File: config.mk
export PLATFORM = sky130hd
export DESIGN_NAME = pipe_ctrl
export DESIGN_NICKNAME = d
export VERILOG_FILES = /design/src/rtl/pipe_ctrl_pkg.sv /design/src/rtl/pipe_ctrl_hazard_detect.sv /design/src/rtl/pipe_ctrl.sv
export SDC_FILE = /design/constraint.sdc
export NUM_CORES = 1
export LEC_CHECK = 0
export CAP_MARGIN = 25
export CORE_AREA = 2 2 68 70
export CTS_BUF_LIST = sky130_fd_sc_hd__clkbuf_4 sky130_fd_sc_hd__clkbuf_8
export DETAILED_ROUTE_END_ITERATION = 10
export DIE_AREA = 0 0 70 72
export DONT_BUFFER_PORTS = 1
export PLACE_DENSITY = 0.66
export SLEW_MARGIN = 20
export SYNTH_ARGS = -nofsm -noshare
export SYNTH_HDL_FRONTEND = slang
export SYNTH_SLANG_ARGS = --single-unit
File: constraint.sdc
create_clock -name clk -period 3.33 [get_ports clk]
set_input_delay 0.4995 -clock clk [delete_from_list [all_inputs] [get_ports clk]]
set_output_delay 0.4995 -clock clk [all_outputs]
set_load 0.01 [all_outputs]
File: src/rtl/pipe_ctrl_pkg.sv
`default_nettype none
// ============================================================================
//  Module      : pipe_ctrl_pkg
//  Description : Shared pipeline definitions. Holds the data-memory
//                operation encodings carried in the execute stage register
//                and the state type of the pipeline control FSM.
//  Contents    : MEM_* encodings, ctrl_state_e, is_load()
//  Revision    : 1.0 - initial release
// ============================================================================
package pipe_ctrl_pkg;

  // Data-memory operation encodings (4 bits, as carried in regE mem_rw).
  // Loads have bit 3 set; stores use the low codes with bit 3 clear.
  localparam logic [3:0] MEM_NO_RW = 4'b0000;
  localparam logic [3:0] MEM_SB    = 4'b0001;
  localparam logic [3:0] MEM_SH    = 4'b0010;
  localparam logic [3:0] MEM_SW    = 4'b0011;
  localparam logic [3:0] MEM_LB    = 4'b1000;
  localparam logic [3:0] MEM_LH    = 4'b1001;
  localparam logic [3:0] MEM_LW    = 4'b1010;
  localparam logic [3:0] MEM_LBU   = 4'b1100;
  localparam logic [3:0] MEM_LHU   = 4'b1101;

  // Pipeline control FSM states.
  typedef enum logic [1:0] {
    ST_RUN      = 2'd0,
    ST_MEM_WAIT = 2'd1,
    ST_FAULT    = 2'd2
  } ctrl_state_e;

  // True only for the defined load codes; undefined codes never stall.
  function automatic logic is_load(input logic [3:0] mem_rw);
    logic r;
    case (mem_rw)
      MEM_LB, MEM_LH, MEM_LW, MEM_LBU, MEM_LHU: r = 1'b1;
      default:                                  r = 1'b0;
    endcase
    return r;
  endfunction

endpackage
`default_nettype wire

File: src/rtl/pipe_ctrl_hazard_detect.sv
`default_nettype none
// ============================================================================
//  Module      : hazard_detect
//  Description : Combinational load-use detector. Flags when the instruction
//                in execute is a load whose destination (non-x0) is read by
//                the instruction in decode.
//  Ports       : rs1_i, rs2_i     - decode source registers
//                rs_used_i        - bit0: rs1 read, bit1: rs2 read
//                mem_rw_i         - memory op of the execute instruction
//                wb_rd_i          - destination of the execute instruction
//                load_use_o       - load-use hazard present
//  Revision    : 1.0 - initial release
// ============================================================================
module hazard_detect
  import pipe_ctrl_pkg::*;
(
  input  logic [4:0] rs1_i,
  input  logic [4:0] rs2_i,
  input  logic [1:0] rs_used_i,
  input  logic [3:0] mem_rw_i,
  input  logic [4:0] wb_rd_i,
  output logic       load_use_o
);

  logic w_rs1_hit;
  logic w_rs2_hit;

  assign w_rs1_hit  = rs_used_i[0] && (rs1_i == wb_rd_i);
  assign w_rs2_hit  = rs_used_i[1] && (rs2_i == wb_rd_i);

  // x0 is never written, so a load targeting it can never feed decode.
  assign load_use_o = is_load(mem_rw_i) && (wb_rd_i != 5'd0) &&
                      (w_rs1_hit || w_rs2_hit);

endmodule
`default_nettype wire

File: src/rtl/pipe_ctrl.sv
`default_nettype none
// ============================================================================
//  Module      : pipe_ctrl
//  Description : Pipeline stall/bubble controller. Resolves dmem wait,
//                branch redirect and load-use hazards (priority in that
//                order), detects dmem timeouts and counts stall cycles.
//  Ports       : clk, rst (async, active-low)
//                decode_i_rs1/rs2/rs_used - decode operand usage
//                regE_i_mem_rw/wb_rd      - execute-stage load info
//                execute_i_redirect       - mispredict resolved in execute
//                memory_i_busy            - dmem access not complete
//                ctrl_o_reg*_stall        - hold stage register
//                ctrl_o_reg*_bubble       - load NOP into stage register
//                ctrl_o_fault             - sticky dmem timeout
//                ctrl_o_stall_cnt         - load-use + mem-wait stall cycles
//  Revision    : 1.0 - initial release
// ============================================================================
module pipe_ctrl
  import pipe_ctrl_pkg::*;
#(
  parameter int unsigned MEM_TIMEOUT = 255
) (
  input  logic        clk,
  input  logic        rst,
  input  logic [4:0]  decode_i_rs1,
  input  logic [4:0]  decode_i_rs2,
  input  logic [1:0]  decode_i_rs_used,
  input  logic [3:0]  regE_i_mem_rw,
  input  logic [4:0]  regE_i_wb_rd,
  input  logic        execute_i_redirect,
  input  logic        memory_i_busy,
  output logic        ctrl_o_regF_stall,
  output logic        ctrl_o_regD_stall,
  output logic        ctrl_o_regE_stall,
  output logic        ctrl_o_regM_stall,
  output logic        ctrl_o_regD_bubble,
  output logic        ctrl_o_regE_bubble,
  output logic        ctrl_o_regW_bubble,
  output logic        ctrl_o_fault,
  output logic [31:0] ctrl_o_stall_cnt
);

  // Timeout counter is at least 8 bits, wider only if MEM_TIMEOUT needs it.
  localparam int unsigned TW_NEED = $clog2(MEM_TIMEOUT + 1);
  localparam int unsigned TW      = (TW_NEED > 8) ? TW_NEED : 8;
  localparam logic [TW-1:0] TIMEOUT_LIM = TW'(MEM_TIMEOUT);

  ctrl_state_e   state_q, state_d;
  logic [TW-1:0] tcnt_q,  tcnt_d;
  logic [31:0]   stall_cnt_q, stall_cnt_d;

  logic          load_use;
  logic          count_stall;
  logic [TW-1:0] tcnt_next;

  hazard_detect u_hazard_detect (
    .rs1_i      (decode_i_rs1),
    .rs2_i      (decode_i_rs2),
    .rs_used_i  (decode_i_rs_used),
    .mem_rw_i   (regE_i_mem_rw),
    .wb_rd_i    (regE_i_wb_rd),
    .load_use_o (load_use)
  );

  always_ff @(posedge clk or negedge rst) begin
    if (!rst) begin
      state_q     <= ST_RUN;
      tcnt_q      <= '0;
      stall_cnt_q <= '0;
    end else begin
      state_q     <= state_d;
      tcnt_q      <= tcnt_d;
      stall_cnt_q <= stall_cnt_d;
    end
  end

  always_comb begin
    state_d            = state_q;
    tcnt_d             = '0;
    tcnt_next          = '0;
    count_stall        = 1'b0;
    ctrl_o_regF_stall  = 1'b0;
    ctrl_o_regD_stall  = 1'b0;
    ctrl_o_regE_stall  = 1'b0;
    ctrl_o_regM_stall  = 1'b0;
    ctrl_o_regD_bubble = 1'b0;
    ctrl_o_regE_bubble = 1'b0;
    ctrl_o_regW_bubble = 1'b0;

    case (state_q)
      ST_RUN, ST_MEM_WAIT: begin
        if (memory_i_busy) begin
          // Freeze F..M; the stalled memory stage must not retire into W.
          ctrl_o_regF_stall  = 1'b1;
          ctrl_o_regD_stall  = 1'b1;
          ctrl_o_regE_stall  = 1'b1;
          ctrl_o_regM_stall  = 1'b1;
          ctrl_o_regW_bubble = 1'b1;
          count_stall        = 1'b1;
          // tcnt_next is the number of consecutive busy cycles including
          // this one; the fault fires on the edge ending the last allowed one.
          tcnt_next = (state_q == ST_RUN) ? TW'(1) : (tcnt_q + TW'(1));
          if (tcnt_next >= TIMEOUT_LIM) begin
            state_d = ST_FAULT;
          end else begin
            state_d = ST_MEM_WAIT;
            tcnt_d  = tcnt_next;
          end
        end else begin
          // Redirect or load-use held during a wait is re-presented by the
          // frozen stage registers, so it is handled here on the exit cycle.
          state_d = ST_RUN;
          if (execute_i_redirect) begin
            ctrl_o_regD_bubble = 1'b1;
            ctrl_o_regE_bubble = 1'b1;
          end else if (load_use) begin
            ctrl_o_regF_stall  = 1'b1;
            ctrl_o_regD_stall  = 1'b1;
            ctrl_o_regE_bubble = 1'b1;
            count_stall        = 1'b1;
          end
        end
      end
      ST_FAULT: begin
        // Whole pipe frozen until reset; W keeps receiving NOPs.
        ctrl_o_regF_stall  = 1'b1;
        ctrl_o_regD_stall  = 1'b1;
        ctrl_o_regE_stall  = 1'b1;
        ctrl_o_regM_stall  = 1'b1;
        ctrl_o_regW_bubble = 1'b1;
      end
      default: begin
        state_d = ST_RUN;
      end
    endcase

    stall_cnt_d = stall_cnt_q + {31'd0, count_stall};

    // While in reset the pipe is flushed without waiting for a clock edge.
    if (!rst) begin
      ctrl_o_regF_stall  = 1'b0;
      ctrl_o_regD_stall  = 1'b0;
      ctrl_o_regE_stall  = 1'b0;
      ctrl_o_regM_stall  = 1'b0;
      ctrl_o_regD_bubble = 1'b1;
      ctrl_o_regE_bubble = 1'b1;
      ctrl_o_regW_bubble = 1'b1;
    end
  end

  assign ctrl_o_fault     = (state_q == ST_FAULT);
  assign ctrl_o_stall_cnt = stall_cnt_q;

endmodule
`default_nettype wire

==> impl_metrics.yaml <==
clock_tree:
  htreeDepth: 2
  cts_tree: "done"
  clockBufferDepth: 2
  postCtsSetupBuffers: 0
  cts_buffers: 5
  clkSinkCount: 42
  cts-root-buf: "clkbuf_8"
  insertion_delay_ns: 0.29
  clk_pin_slew_worst_paths_ns: 0.08
setup_path:
  startpoint_type: "input pin"
  worst-path-stages: 10
  path_class: "in -> reg"
  path_delay_family: "simple AND/OR/NAND/NOR gates"
  rr_endpoint: "ctrl_o_stall_cnt[28]"
  rrSetupSlack_ns: 0.81
  crit_end: "ctrl_o_stall_cnt[28]"
  reg2reg_depth: 7
  max_stage_delay_ns: 0.56
  critical_path.most_common_cell: "ha_1"
  crit_required_ns: 3.50
  cp_max_fo: 10
  r2r_start: "state_q[1]"
  crit_path_start: "regE_i_wb_rd[3]"
  crit_slowest_cell: "nor4_4"
  path_buf_inv: 1
  cp.arrival_ns: 3.04
  crit_path_end_kind: "register"
  worstPathCellList: "xor2_1 > nor4_1 > a32oi_1 > o41ai_1 > ha_1 > ha_1 > inv_1 > nor4_4 > nand4_1 > xnor2_1"
drt:
  vias: 1550
  viasPerCell: 5.89
  initialDrtViolationCount: 93
  drc: 0
  routed_wl_um: 4350
  antenna_left: 0
  wl_per_cell_um: 16.5
  first_pass_iters: 4
global_route:
  antenna_found_initial: 0
  grt_use_total_pct: 18.0
  overflow: 0
  grt_max_degree: 43
  grt_pass1_vias: 1570
  grt_pass1_wl_um: 7260
power:
  peakVddDrop_v: 0.000226
  power.density_nw_per_um2: 492
  p_leak_nw: 1.04
floorplanning:
  die_x_um: 70
  die_h_um: 72
  row_count: 24
  start_util_pct: 51.3
  io_pins: 65
  core-area_um2: 4260
  dieArea_um2: 5040
cells_and_area:
  n_antenna_cell: 0
  drive_above_1_share_pct: 8.06
  final_cell_mix: "dfrtp_1 (42), xnor2_1 (29), nand2_1 (18), nand3_1 (16), xor2_1 (16)"
  final_common_cell: "dfrtp_1"
  num-nets-final: 239
  area.growth.synth_to_final_pct: 8.64
  final_util_pct: 55.7
  fillCellCount: 376
yosys:
  yosys.area.top_type: "dfrtp_1"
  synth_top_cell_area_share_pct: 48.1
  yosys_most_used_dff: "dfrtp_1"
  synth_area_um2: 2190
  synth-edff-count: 0
  syn_inst: 203
  synth_fp_nets: 232
  synth-simple-area-share_pct: 23.8
  ys_seq_area_share_pct: 48.1
  syn-mean-instance-area_um2: 10.8
  synth_top_family_by_area: "simple AND/OR/NAND/NOR gates"
  synthArstFlopShare_pct: 100
  yosys_warnings: 0
  ys_seq_elements: 42
  synth_xor_area_share_pct: 18.0
  synth-compound-area-share_pct: 6.35
  synthAdderAreaFrac_pct: 2.29
  yosysUniqueCellTypes: 38
  synth.area.top_cells: "dfrtp_1 (48%), xnor2_1 (12%), xor2_1 (6.4%)"
  synth.mux.area_fraction_pct: 0
sta:
  hold_viol_final: 0
  rsz0062_at_grt: "no"
  setup_tns_ns: 0
  fin_crit_ns: 2.87
  fin_crit_sh_pct: 86.1
  skew_ns: 0.00843
  relSlewSlack_pct: 62.3
  final_max_slew_viol_count: 0
  timing.fmax_mhz: 349
  tightest_slew_ns: 0.562
  setup_violations: 0
worst_hold_path:
  hold_class: "in -> async"
run_status:
  status: "finished, final reports clean"
placed_design:
  dp_hpwl_um: 3130
  numPortBuffers: 0
  gp_congestion: 0.815
run:
  cap_violations: 0
## logic make-up (layout without fill, tap and decap cells)
family / after synthesis / in the layout
flip-flops: 42 / 42
AND/OR/NAND/NOR: 86 / 86
buffers and inverters: 6 / 14
adder cells (fa/ha/maj): 4 / 4
XOR/XNOR: 45 / 45
AO/OA/AOI/OAI: 20 / 20
## worst min-delay path by stage
stage	from	end	slack, ns
floorplan	rst	ctrl_o_stall_cnt[0]	0.20
global placement	rst	ctrl_o_stall_cnt[9]	0.20
detailed placement	rst	ctrl_o_stall_cnt[14]	0.20
CTS	rst	ctrl_o_stall_cnt[24]	0.04
global route	rst	ctrl_o_stall_cnt[19]	0.04
finish	rst	ctrl_o_stall_cnt[19]	0.04
## layout make-up
class | instances | area [µm²] | area share, %
Clock buffer | 5 | 68.8 | 2.90
Clock inverter | 3 | 40.0 | 1.69
Inverter | 3 | 11.3 | 0.474
Multi-Input combinational cell | 155 | 1100 | 46.5
Sequential cell | 42 | 1050 | 44.3
Tap cell | 52 | 65.1 | 2.74
Timing Repair Buffer | 3 | 35.0 | 1.48
## power by group
group / switching (mW) / leakage, nW / internal [mW]
clock network: 0.176 / 0.0579 / 0.221
registers: 0.0982 / 0.570 / 0.551
logic: 0.0649 / 0.410 / 0.0562
## sequential cells by signal, indices dropped and copies added (netlist names)
register / cells
tcnt_q: 8
ctrl_o_stall_cnt: 32
state_q: 2
## synthesized netlist by cell type (3+ instances only)
| master | n |
|---|---|
| nand3_1 | 16 |
| dfrtp_1 | 42 |
| a211oi_1 | 4 |
| nand2b_1 | 4 |
| nand4_1 | 11 |
| inv_1 | 3 |
| and4_1 | 3 |
| nor2_1 | 8 |
| ha_1 | 4 |
| a21oi_1 | 5 |
| and2_1 | 3 |
| xor2_1 | 16 |
| nor4_1 | 3 |
| nand2_1 | 18 |
| xnor2_1 | 29 |
| and3_1 | 4 |
## what timing repair did
action	in CTS	in global routing
endpoints found under the hold margin	42	0
resized for setup	0	0
hold buffers	1	0
## per-stage QoR
step	std cells	cell area (µm²)	power (mW)	worst slack (ns)	hold WS, ns
floorplan	203	2190	0.730	0.432	0.204
finish	263	2370	1.17	0.464	0.0365
detailed placement	254	2250	0.769	0.103	0.205
global route	263	2370	1.23	0.115	0.0427
global placement	254	2250	0.757	0.238	0.205
CTS	263	2370	1.18	0.399	0.0434
## metal layers
layer / track usage [%] / part of all wire (%) / vias up
met5: 0 / 0 / -
met4: 5.56 / 0.87 / 0
met3: 6.11 / 6.9 / 6
met2: 30.7 / 49 / 55
met1: 21.7 / 43 / 755
li1: - / - / 734
## worst reg2reg max path, delay by kind of cell, from the launching register on
family,cells,cell delay (ns)
AND/OR/NAND/NOR,2,0.76
AO/OA/AOI/OAI,1,0.53
flip-flops,1,0.45
adder cells (fa/ha/maj),2,0.43
XOR/XNOR,1,0.18
buffers and inverters,1,0.07
Power figures use the tool's default switching activity.
